`src/rtl/se_gap_accum.sv`:
```
// Global-average-pool accumulator for the SE block: sums 16 activation lanes per frame,
// counts positions, then hands sums and Q(FBITS) count to the channel divider.
module se_gap_accum #(
  parameter int WIDTH    = 14,
  parameter int FBITS    = 7,
  parameter int IN_WIDTH = WIDTH + 12,
  parameter int CNT_W    = 12
) (
  input  logic                     clk,
  input  logic                     rst,
  input  logic                     in_valid,
  output logic                     in_ready,
  input  logic                     in_last,
  input  logic [16*WIDTH-1:0]      in_data,
  output logic                     div_start,
  input  logic                     div_busy,
  input  logic                     div_done,
  output logic [16*IN_WIDTH-1:0]   div_dividends,
  output logic [IN_WIDTH-1:0]      div_divisor,
  output logic                     frame_done,
  output logic                     ovf_err
);

  localparam int LANES = 16;

  typedef enum logic [1:0] {ACC, START, WAIT} state_t;

  state_t                      state;
  logic signed [IN_WIDTH-1:0]  acc_p1 [LANES];
  logic [CNT_W-1:0]            cnt_p1;
  logic                        accept;
  logic                        cnt_full;
  logic                        busy_unused;

  function automatic logic signed [IN_WIDTH-1:0] sext_lane(input logic signed [WIDTH-1:0] v);
    return IN_WIDTH'(v);
  endfunction

  function automatic logic [IN_WIDTH-1:0] q_divisor(input logic [CNT_W-1:0] c);
    logic [IN_WIDTH+CNT_W+FBITS-1:0] w;
    w = {{IN_WIDTH{1'b0}}, c, {FBITS{1'b0}}};
    return w[IN_WIDTH-1:0];
  endfunction

  assign busy_unused = div_busy;
  assign in_ready    = (state == ACC) && !rst;
  assign accept      = in_valid && in_ready;
  assign cnt_full    = (cnt_p1 == {CNT_W{1'b1}});
  assign div_start   = (state == START);
  assign frame_done  = (state == WAIT) && div_done;
  assign div_divisor = q_divisor(cnt_p1);

  always_comb begin
    div_dividends = '0;
    for (int i = 0; i < LANES; i++)
      div_dividends[i*IN_WIDTH +: IN_WIDTH] = acc_p1[i];
  end

  // Stage p1: per-lane running sums and position count, updated on accepted beats
  always_ff @(posedge clk) begin
    if (rst) begin
      state   <= ACC;
      cnt_p1  <= '0;
      ovf_err <= 1'b0;
      for (int i = 0; i < LANES; i++) acc_p1[i] <= '0;
    end else begin
      case (state)
        ACC: begin
          if (accept) begin
            // A full counter drops the beat's data but still honours its in_last.
            if (!cnt_full) begin
              cnt_p1 <= cnt_p1 + CNT_W'(1);
              for (int i = 0; i < LANES; i++)
                acc_p1[i] <= acc_p1[i] + sext_lane(in_data[i*WIDTH +: WIDTH]);
            end else begin
              ovf_err <= 1'b1;
            end
            if (in_last) state <= START;
          end
        end
        START: state <= WAIT;
        WAIT: begin
          if (div_done) begin
            state  <= ACC;
            cnt_p1 <= '0;
            for (int i = 0; i < LANES; i++) acc_p1[i] <= '0;
          end
        end
        default: state <= ACC;
      endcase
    end
  end

endmodule
```
`config.mk`:
```
export PLATFORM = sky130hd
export DESIGN_NAME = se_gap_accum
export DESIGN_NICKNAME = d
export VERILOG_FILES = /design/src/rtl/se_gap_accum.sv
export SDC_FILE = /design/constraint.sdc
export NUM_CORES = 1
export LEC_CHECK = 0
export ABC_AREA = 1
export ABC_CLOCK_PERIOD_IN_PS = 7400
export CAP_MARGIN = 20
export CORE_MARGIN = 2
export CORE_UTILIZATION = 45
export DETAILED_ROUTE_END_ITERATION = 12
export DONT_BUFFER_PORTS = 1
export HOLD_SLACK_MARGIN = 0.08
export PLACE_DENSITY = 0.65
export SLEW_MARGIN = 25
export SYNTH_ARGS = -nofsm -noshare
export SYNTH_HDL_FRONTEND = slang
export SYNTH_SLANG_ARGS = --single-unit
```
`constraint.sdc`:
```
create_clock -name clk -period 7.4 [get_ports clk]
set_input_delay 2.22 -clock clk [delete_from_list [all_inputs] [get_ports clk]]
set_output_delay 2.22 -clock clk [all_outputs]
set_load 0.03 [all_outputs]
```
==> reports/summary.md <==
For the final antenna-violating net count, the log shows 0. The number of cells produced by synthesis came out at 6228. The sort of element at the start of the critical path was an input port. Measured along the y axis, the die boundary spans 303 µm.

Global routing consumed, over all layers together, 28.3% of the routing resources. The post-synthesis async set-or-reset flop share is 0%, and the core outline area is 0.0885 mm². The die covers 0.0920 mm². The tools report the headroom to the max-slew limit as 33.3%.

The tools report the distinct cell type count after synthesis as 46. The Yosys step of the flow raised 0 warnings. The run gives 2 as the number of H-tree levels.

Of all cell types, the one taking the most synthesized area is sky130_fd_sc_hd__edfxtp_1. The logs give 37709 for the via count of the first global-routing pass and 0 for the buffers inserted during post-CTS setup optimization. Power spread over the standard cell area amounts to 225 mW/mm². The first detailed-routing pass ran for 7 iterations. Hold repair after CTS inserted 0 buffers. After filler insertion, the fill cell instance count of the layout stands at 9267. Among cell families on the critical path, the largest total delay comes from simple AND/OR/NAND/NOR gates. Measured along the x axis, the die boundary spans 303 µm. Yosys mapped a number of flops with a built-in enable equal to 208.

Iteration-0 DRC count of the detailed router: 3077. After the last flow step, the layout net total stands at 6853. The worst setup path is of the input port to primary output kind.

The overall overflow remaining after global route is 0, and the post-synthesis area per instance is 6.47 µm². Counting flops and latches in the post-synthesis netlist gives 431. Once the clock tree was built, the resizer swapped 0 gates to a different size. Walking the worst path, the cells encountered are inv_1, nor2_1.

The run finished with clean final reports. The routed design has 135000 µm of wire. The run gives 15 as the number of antenna violations at the first check in global routing. At the worst endpoint, the arrival time is 2.84 ns.

The clock period minus final worst setup slack works out to 5.06 ns. In the finished design, the share of the clock period the worst path needs comes to 68.4%. By count the netlist is led by 1598 x sky130_fd_sc_hd__nand2_1, 840 x sky130_fd_sc_hd__inv_1, 763 x sky130_fd_sc_hd__nor2_1. Yosys instantiated no cell more often than sky130_fd_sc_hd__nand2_1. The fraction of layout cells with a size suffix above 1 was 2.51%. The top fanout value on the critical path was 4; the final count of hold timing violations was 0. The first global-routing pass estimated 208000 µm of wire. Entering global routing, the biggest net connects 134 pins. Adding up every negative setup slack in the final design gives 0 ns.

The number of buffer and inverter stages on the critical path was 1. The starting density of the core came out at 45.5%. Setup repair after global routing left no endpoint under its margin.

The floorplan row count is 109. The maximum root-to-sink buffer count is 3. The max-slew violation total from the final report is 0. In this run the static leakage power is 21.7 nW. Detail-routed via count per cell: 5.47. Clock skew on the completed layout was measured at 0.0330 ns.

Across the VDD grid, the largest voltage drop is 195 µV. Setup violations remaining at the end of the flow were counted as 0. Before CTS, the worst setup slack after placement is 2.16 ns. In this design, the stage delay of the slowest critical-path cell is 0.50 ns.

Routability-driven placement finished with a final weighted congestion of 0.981. The clock drives 431 sinks. The worst setup slack after layout came out at 2.34 ns. Based on the critical path, the design can be clocked at up to 0.198 GHz. Max-cap violations in this run came to 0. Number of buffers inserted during clock tree synthesis: 57. Among all stages on the critical path, the largest delay is contributed by sky130_fd_sc_hd__nor2_1.

Ranked by total cell area, the synthesized netlist is headed by sky130_fd_sc_hd__edfxtp_1 15%, sky130_fd_sc_hd__nand2_1 15%, sky130_fd_sc_hd__ha_1 12%, sky130_fd_sc_hd__dfxtp_1 11%, sky130_fd_sc_hd__a21oi_1 8.8%. Clock latency on the worst-skew pair, taken at its later pin, is 0.66 ns. The class of the most critical hold timing path was register to register.

Once detailed placement completed, the half-perimeter wirelength came to 107000 µm. In this run the clock root is driven by a sky130_fd_sc_hd__clkbuf_16. Number of vias in the routed layout: 40644.

For the pin with the worst max-slew slack, the measured transition is 1.00 ns. The run gives 676 as the number of top-level pins. The mapped netlist covers 0.0403 mm². TritonCTS built the clock tree.

The fraction of synthesized cell area taken by the top area cell type is 15.5%, and the number of buffers added on ports is 0. The data required time of the critical path was 5.18 ns; the portion of the post-synthesis area used by sequential elements was 26.6%. The clock-pin slew of the registers on the worst-case setup and hold paths is 0.06 ns. STA classifies the critical path endpoint as a primary output.

The total DRC errors in the routed layout is 0. The layout overhead on the synthesized area came out at 7.47%. Post-detailed-route wirelength per cell: 18.2 µm. The most used flip-flop cell after synthesis is sky130_fd_sc_hd__dfxtp_1.
==> routing by layer <==
layer  global-route usage, %  part of all wire (%)
met5                       0                 0.070
met4                    11.0                   4.1
met3                    8.84                   9.5
met2                    47.4                    46
met1                    33.7                    41
==> placed cells by master, fill, tap and decap left out, types with 5 or more instances in the layout <==
master / synthesis / final
sky130_fd_sc_hd__o21bai_1: 73 / 73
sky130_fd_sc_hd__nor3b_1: 8 / 8
sky130_fd_sc_hd__o21ai_1: 58 / 57
sky130_fd_sc_hd__clkinv_1: 1 / 6
sky130_fd_sc_hd__edfxtp_1: 208 / 208
sky130_fd_sc_hd__o21a_1: 11 / 11
sky130_fd_sc_hd__and2_1: 19 / 19
sky130_fd_sc_hd__o211ai_1: 19 / 19
sky130_fd_sc_hd__nor4_1: 12 / 12
sky130_fd_sc_hd__nor2_1: 763 / 763
sky130_fd_sc_hd__a21oi_1: 707 / 707
sky130_fd_sc_hd__diode_2: 0 / 10
sky130_fd_sc_hd__and3_1: 5 / 5
sky130_fd_sc_hd__clkbuf_16: 0 / 59
sky130_fd_sc_hd__ha_1: 401 / 401
sky130_fd_sc_hd__a31o_2: 7 / 7
sky130_fd_sc_hd__nand3_1: 428 / 428
sky130_fd_sc_hd__a21boi_0: 8 / 8
sky130_fd_sc_hd__conb_1: 1 / 14
sky130_fd_sc_hd__dfxtp_1: 223 / 223
sky130_fd_sc_hd__clkbuf_1: 19 / 8
sky130_fd_sc_hd__a21o_1: 35 / 35
sky130_fd_sc_hd__clkbuf_8: 0 / 13
sky130_fd_sc_hd__or2_2: 29 / 29
sky130_fd_sc_hd__o21ai_0: 263 / 263
sky130_fd_sc_hd__clkinv_2: 0 / 11
sky130_fd_sc_hd__nor3_1: 87 / 86
sky130_fd_sc_hd__nand2_1: 1598 / 1597
sky130_fd_sc_hd__xnor2_1: 43 / 43
sky130_fd_sc_hd__buf_4: 25 / 7
sky130_fd_sc_hd__nand4_1: 127 / 127
sky130_fd_sc_hd__nand3b_1: 14 / 14
sky130_fd_sc_hd__xor2_1: 88 / 88
sky130_fd_sc_hd__inv_1: 840 / 839
sky130_fd_sc_hd__fa_1: 16 / 16
==> state kept, by name, indices dropped and copies added (netlist names) <==
register / flops
acc_p1: 416
cnt_p1: 12
ovf_err: 1
state: 2
==> stage by stage <==
| stage | power (mW) | area, µm² | utilization (%) | cells | hold WS [ns] |
|---|---|---|---|---|---|
| after floorplan | 6.02 | 40400 | - | 6241 | 0.601 |
| after global placement | 6.83 | 41400 | 46.7 | 7312 | 0.627 |
| after detailed placement | 6.87 | 41400 | 46.7 | 7312 | 0.633 |
| after CTS | 9.79 | 43300 | 48.9 | 7419 | 0.643 |
| after global routing | 10.4 | 43300 | 48.9 | 7426 | 0.666 |
| final | 9.75 | 43300 | 48.9 | 7429 | 0.644 |
==> worst min-delay path: stages, from the launching register on <==
cell and delay (ns):
sky130_fd_sc_hd__dfxtp_1 0.42, sky130_fd_sc_hd__nand2_1 0.11, sky130_fd_sc_hd__a21oi_1 0.06
==> kinds of logic after synthesis <==
logic type / Yosys count / synth area share [%]
DFF: 431 / 26.6
buffers and inverters: 952 / 9.44
other: 1 / 0.00930
xor gates and xnor gates: 131 / 2.85
adders and majority gates: 417 / 13.2
and+or+nand+nor: 3098 / 32.0
AOI/OAI and AO/OA: 1198 / 15.9
==> final timing paths <==
| kind | cells after the start | startpoint | slack [ns] | end |
|---|---|---|---|---|
| min reg2reg | 2 | acc_p1[1][31] | 0.64 | acc_p1[1][31] |
| max | 2 | div_done | 2.34 | frame_done |
| max reg2reg | 7 | cnt_p1[0] | 3.56 | acc_p1[0][41] |
| min | 2 | acc_p1[1][31] | 0.64 | acc_p1[1][31] |
==> final cells by class <==
type                            instances  area [µm²]  share of cell area, %
Antenna cell                           10        25.0                 0.0578
Clock buffer                           80        1690                   3.89
Clock inverter                         27         226                  0.523
Inverter                              845        3180                   7.34
Multi-Input combinational cell       4858       25900                   59.7
Sequential cell                       431       10700                   24.7
Tap cell                             1165        1460                   3.36
Timing Repair Buffer                   13         155                  0.358
==> report_power, final <==
part / total [mW] / switching (mW) / internal, mW
sequential: 3.66 / 0.859 / 2.80
combinational: 3.22 / 2.12 / 1.10
clock: 2.87 / 1.18 / 1.68
Power figures use the tool's default switching activity.
==> RTL change: new RTL, same settings <==
Register the inputs `div_busy` and `div_done` before use, cleared by the reset. The logic sees them one clock later. The other inputs are not delayed to match.
--- a/src/rtl/se_gap_accum.sv
+++ b/src/rtl/se_gap_accum.sv
@@ -25,6 +25,19 @@
 
   typedef enum logic [1:0] {ACC, START, WAIT} state_t;
 
+  logic div_busy_q;
+  logic div_done_q;
+
+  always_ff @(posedge clk) begin
+    if (rst) begin
+      div_busy_q <= '0;
+      div_done_q <= '0;
+    end else begin
+      div_busy_q <= div_busy;
+      div_done_q <= div_done;
+    end
+  end
+
   state_t                      state;
   logic signed [IN_WIDTH-1:0]  acc_p1 [LANES];
   logic [CNT_W-1:0]            cnt_p1;
@@ -42,12 +55,12 @@
     return w[IN_WIDTH-1:0];
   endfunction
 
-  assign busy_unused = div_busy;
+  assign busy_unused = div_busy_q;
   assign in_ready    = (state == ACC) && !rst;
   assign accept      = in_valid && in_ready;
   assign cnt_full    = (cnt_p1 == {CNT_W{1'b1}});
   assign div_start   = (state == START);
-  assign frame_done  = (state == WAIT) && div_done;
+  assign frame_done  = (state == WAIT) && div_done_q;
   assign div_divisor = q_divisor(cnt_p1);
 
   always_comb begin
@@ -80,7 +93,7 @@
         end
         START: state <= WAIT;
         WAIT: begin
-          if (div_done) begin
+          if (div_done_q) begin
             state  <= ACC;
             cnt_p1 <= '0;
             for (int i = 0; i < LANES; i++) acc_p1[i] <= '0;
Function: not settled (the Yosys comparison gave no result); the edit may change what the design does.
==> RTL change against the original RTL <==
Die area decreased by 0.14%; first-iteration DRC count decreased by 16%; via count decreased by 0.55%; worst setup slack got worse by 200 ps; sequential share of layout area increased by 0.087 points; critical endpoint is now in_ready; global-route usage about the same; fmax decreased by 3.8%; worst hold slack got worse by 7.1 ps; sequential cell count increased by 1; largest power group unchanged; cell area decreased by 0.16%; routed wire length about the same; area after synthesis decreased by 0.14%; total power about the same.
==> RTL change: results (changes against the original RTL) <==
[worst_setup_path] critical-path maximum fanout 13 [was 4]
[power_and_ir_drop] peak supply drop 0.1954 mV [was 0.1952 mV]
[drt] DRC marker count from the first detailed-route iteration 2,572 [was 3,077]
[final_layout] antenna cells 6 [was 10]
[global_routing] number of antenna violations at the first check in global routing 9 [was 15]
[hold_path] hold path depth 3 [was 2]
[placed_design] DPL Wire Length 108,300 um [was 107,100 um]
[global_routing] global-route wire length before repair 208,100 um [was 207,900 um]
[final_layout] count of plain and timing-repair buffers 18 [was 13]
[final_layout] footprint of the flip-flops and latches 10,730 um^2 [was 10,710 um^2]
[run_status] status finished clean [unchanged]
[logic_synthesis] top cells by area, synth edfxtp_1 (16%), nand2_1 (15%), ha_1 (12%) [was edfxtp_1 (15%), nand2_1 (15%), ha_1 (12%)]
[final_layout] clk_buf instances 70 [was 80]
[final_layout] number of fill cells 9,289 [was 9,267]
[power_and_ir_drop] sw power 4.186 mW [was 4.161 mW]
[worst_setup_path] FF-to-FF path depth 10 [was 7]
[timing] clock tree skew after final layout 22.05 ps [was 32.97 ps]
[global_routing] number of global-route vias before repair 38,050 [was 37,710]
[timing] Worst Hold Slack 636.8 ps [was 643.9 ps]
[worst_setup_path] critical path data arrival time 3040 ps [was 2840 ps]
[logic_synthesis] sequential area share after synthesis 26.66% [was 26.57%]
[final_layout] clock network share of area 4.247% [was 4.413%]
[hold_path] Worst Min Path Start div_done_q [was acc_p1[1][31]]
[final_layout] Total Nets Final 6,865 [was 6,853]
[logic_synthesis] count of cell types in the netlist 44 [was 46]
[placed_design] RD Place Congestion 1.000 [was 0.9809]
[worst_setup_path] reg-to-reg slack, setup 3580 ps [was 3560 ps]
[logic_synthesis] leading cell types by count after synthesis nand2_1 (1,623), inv_1 (854), nor2_1 (752) [was nand2_1 (1,598), inv_1 (840), nor2_1 (763)]
[cts] CTS Buf Count 56 [was 57]
[worst_setup_path] worst reg2reg path endpoint acc_p1[1][2] [was acc_p1[0][41]]
[power_and_ir_drop] leakage 21.74 nW [was 21.66 nW]
-- RTL change: changes by cell type after synthesis, sizes merged, moves of 11 or more --
cell    unedited run  this run
nor2             763       752
buf               88        76
clkbuf            19        31
nand2           1600      1625
inv              844       857
nand4            127       112
-- RTL change: cells by family after synthesis --
logic type	Yosys count	share of synthesized area, %
simple gates	3089	31.77
compound gates	1198	15.93
buf+inv	966	9.478
flops	432	26.66
fa+ha+maj	417	13.26
xor+xnor	133	2.894
other cells	1	0.009317
-- RTL change: worst max-delay path by stage --
stage	start	end	slack, ps	cells after the start
CTS	rst	in_ready	2160	1
detailed placement	rst	in_ready	2160	1
global placement	rst	in_ready	2180	1
finish	rst	in_ready	2140	1
global route	rst	in_ready	2180	1
floorplan	in_valid	acc_p1[0][100]	120	5
-- RTL change: routing by layer --
metal | vias to the layer above | global-route usage [%] | wire, um | part of all wire (%)
met5 | - | 0 | 66 | 0.049
met4 | 8 | 9.864 | 4830 | 3.6
met3 | 255 | 8.557 | 11310 | 8.4
met2 | 1075 | 48.92 | 63940 | 47
met1 | 18470 | 32.93 | 55290 | 41
li1 | 20620 | - | - | -
-- RTL change: power by group through the flow --
stage	Clock [mW]	Combinational (mW)	Sequential (mW)
after floorplan	0	2.51	3.54
after global placement	0	3.16	3.73
after detailed placement	0	3.19	3.74
after CTS	2.90	3.21	3.69
after global routing	2.98	3.70	3.71
final	2.82	3.25	3.68
-- RTL change: stage by stage --
stage                     instance area [um^2]  util (%)  power, mW  setup WS (ps)  instances
final                                    43250     48.86      9.755           2136       7433
after detailed placement                 41380     46.75      6.929           2165       7324
after global placement                   41380     46.75      6.889           2181       7324
after CTS                                43210     48.82      9.798           2165       7426
after floorplan                          40300         -      6.053          123.6       6249
after global routing                     43240     48.86      10.39           2180       7431
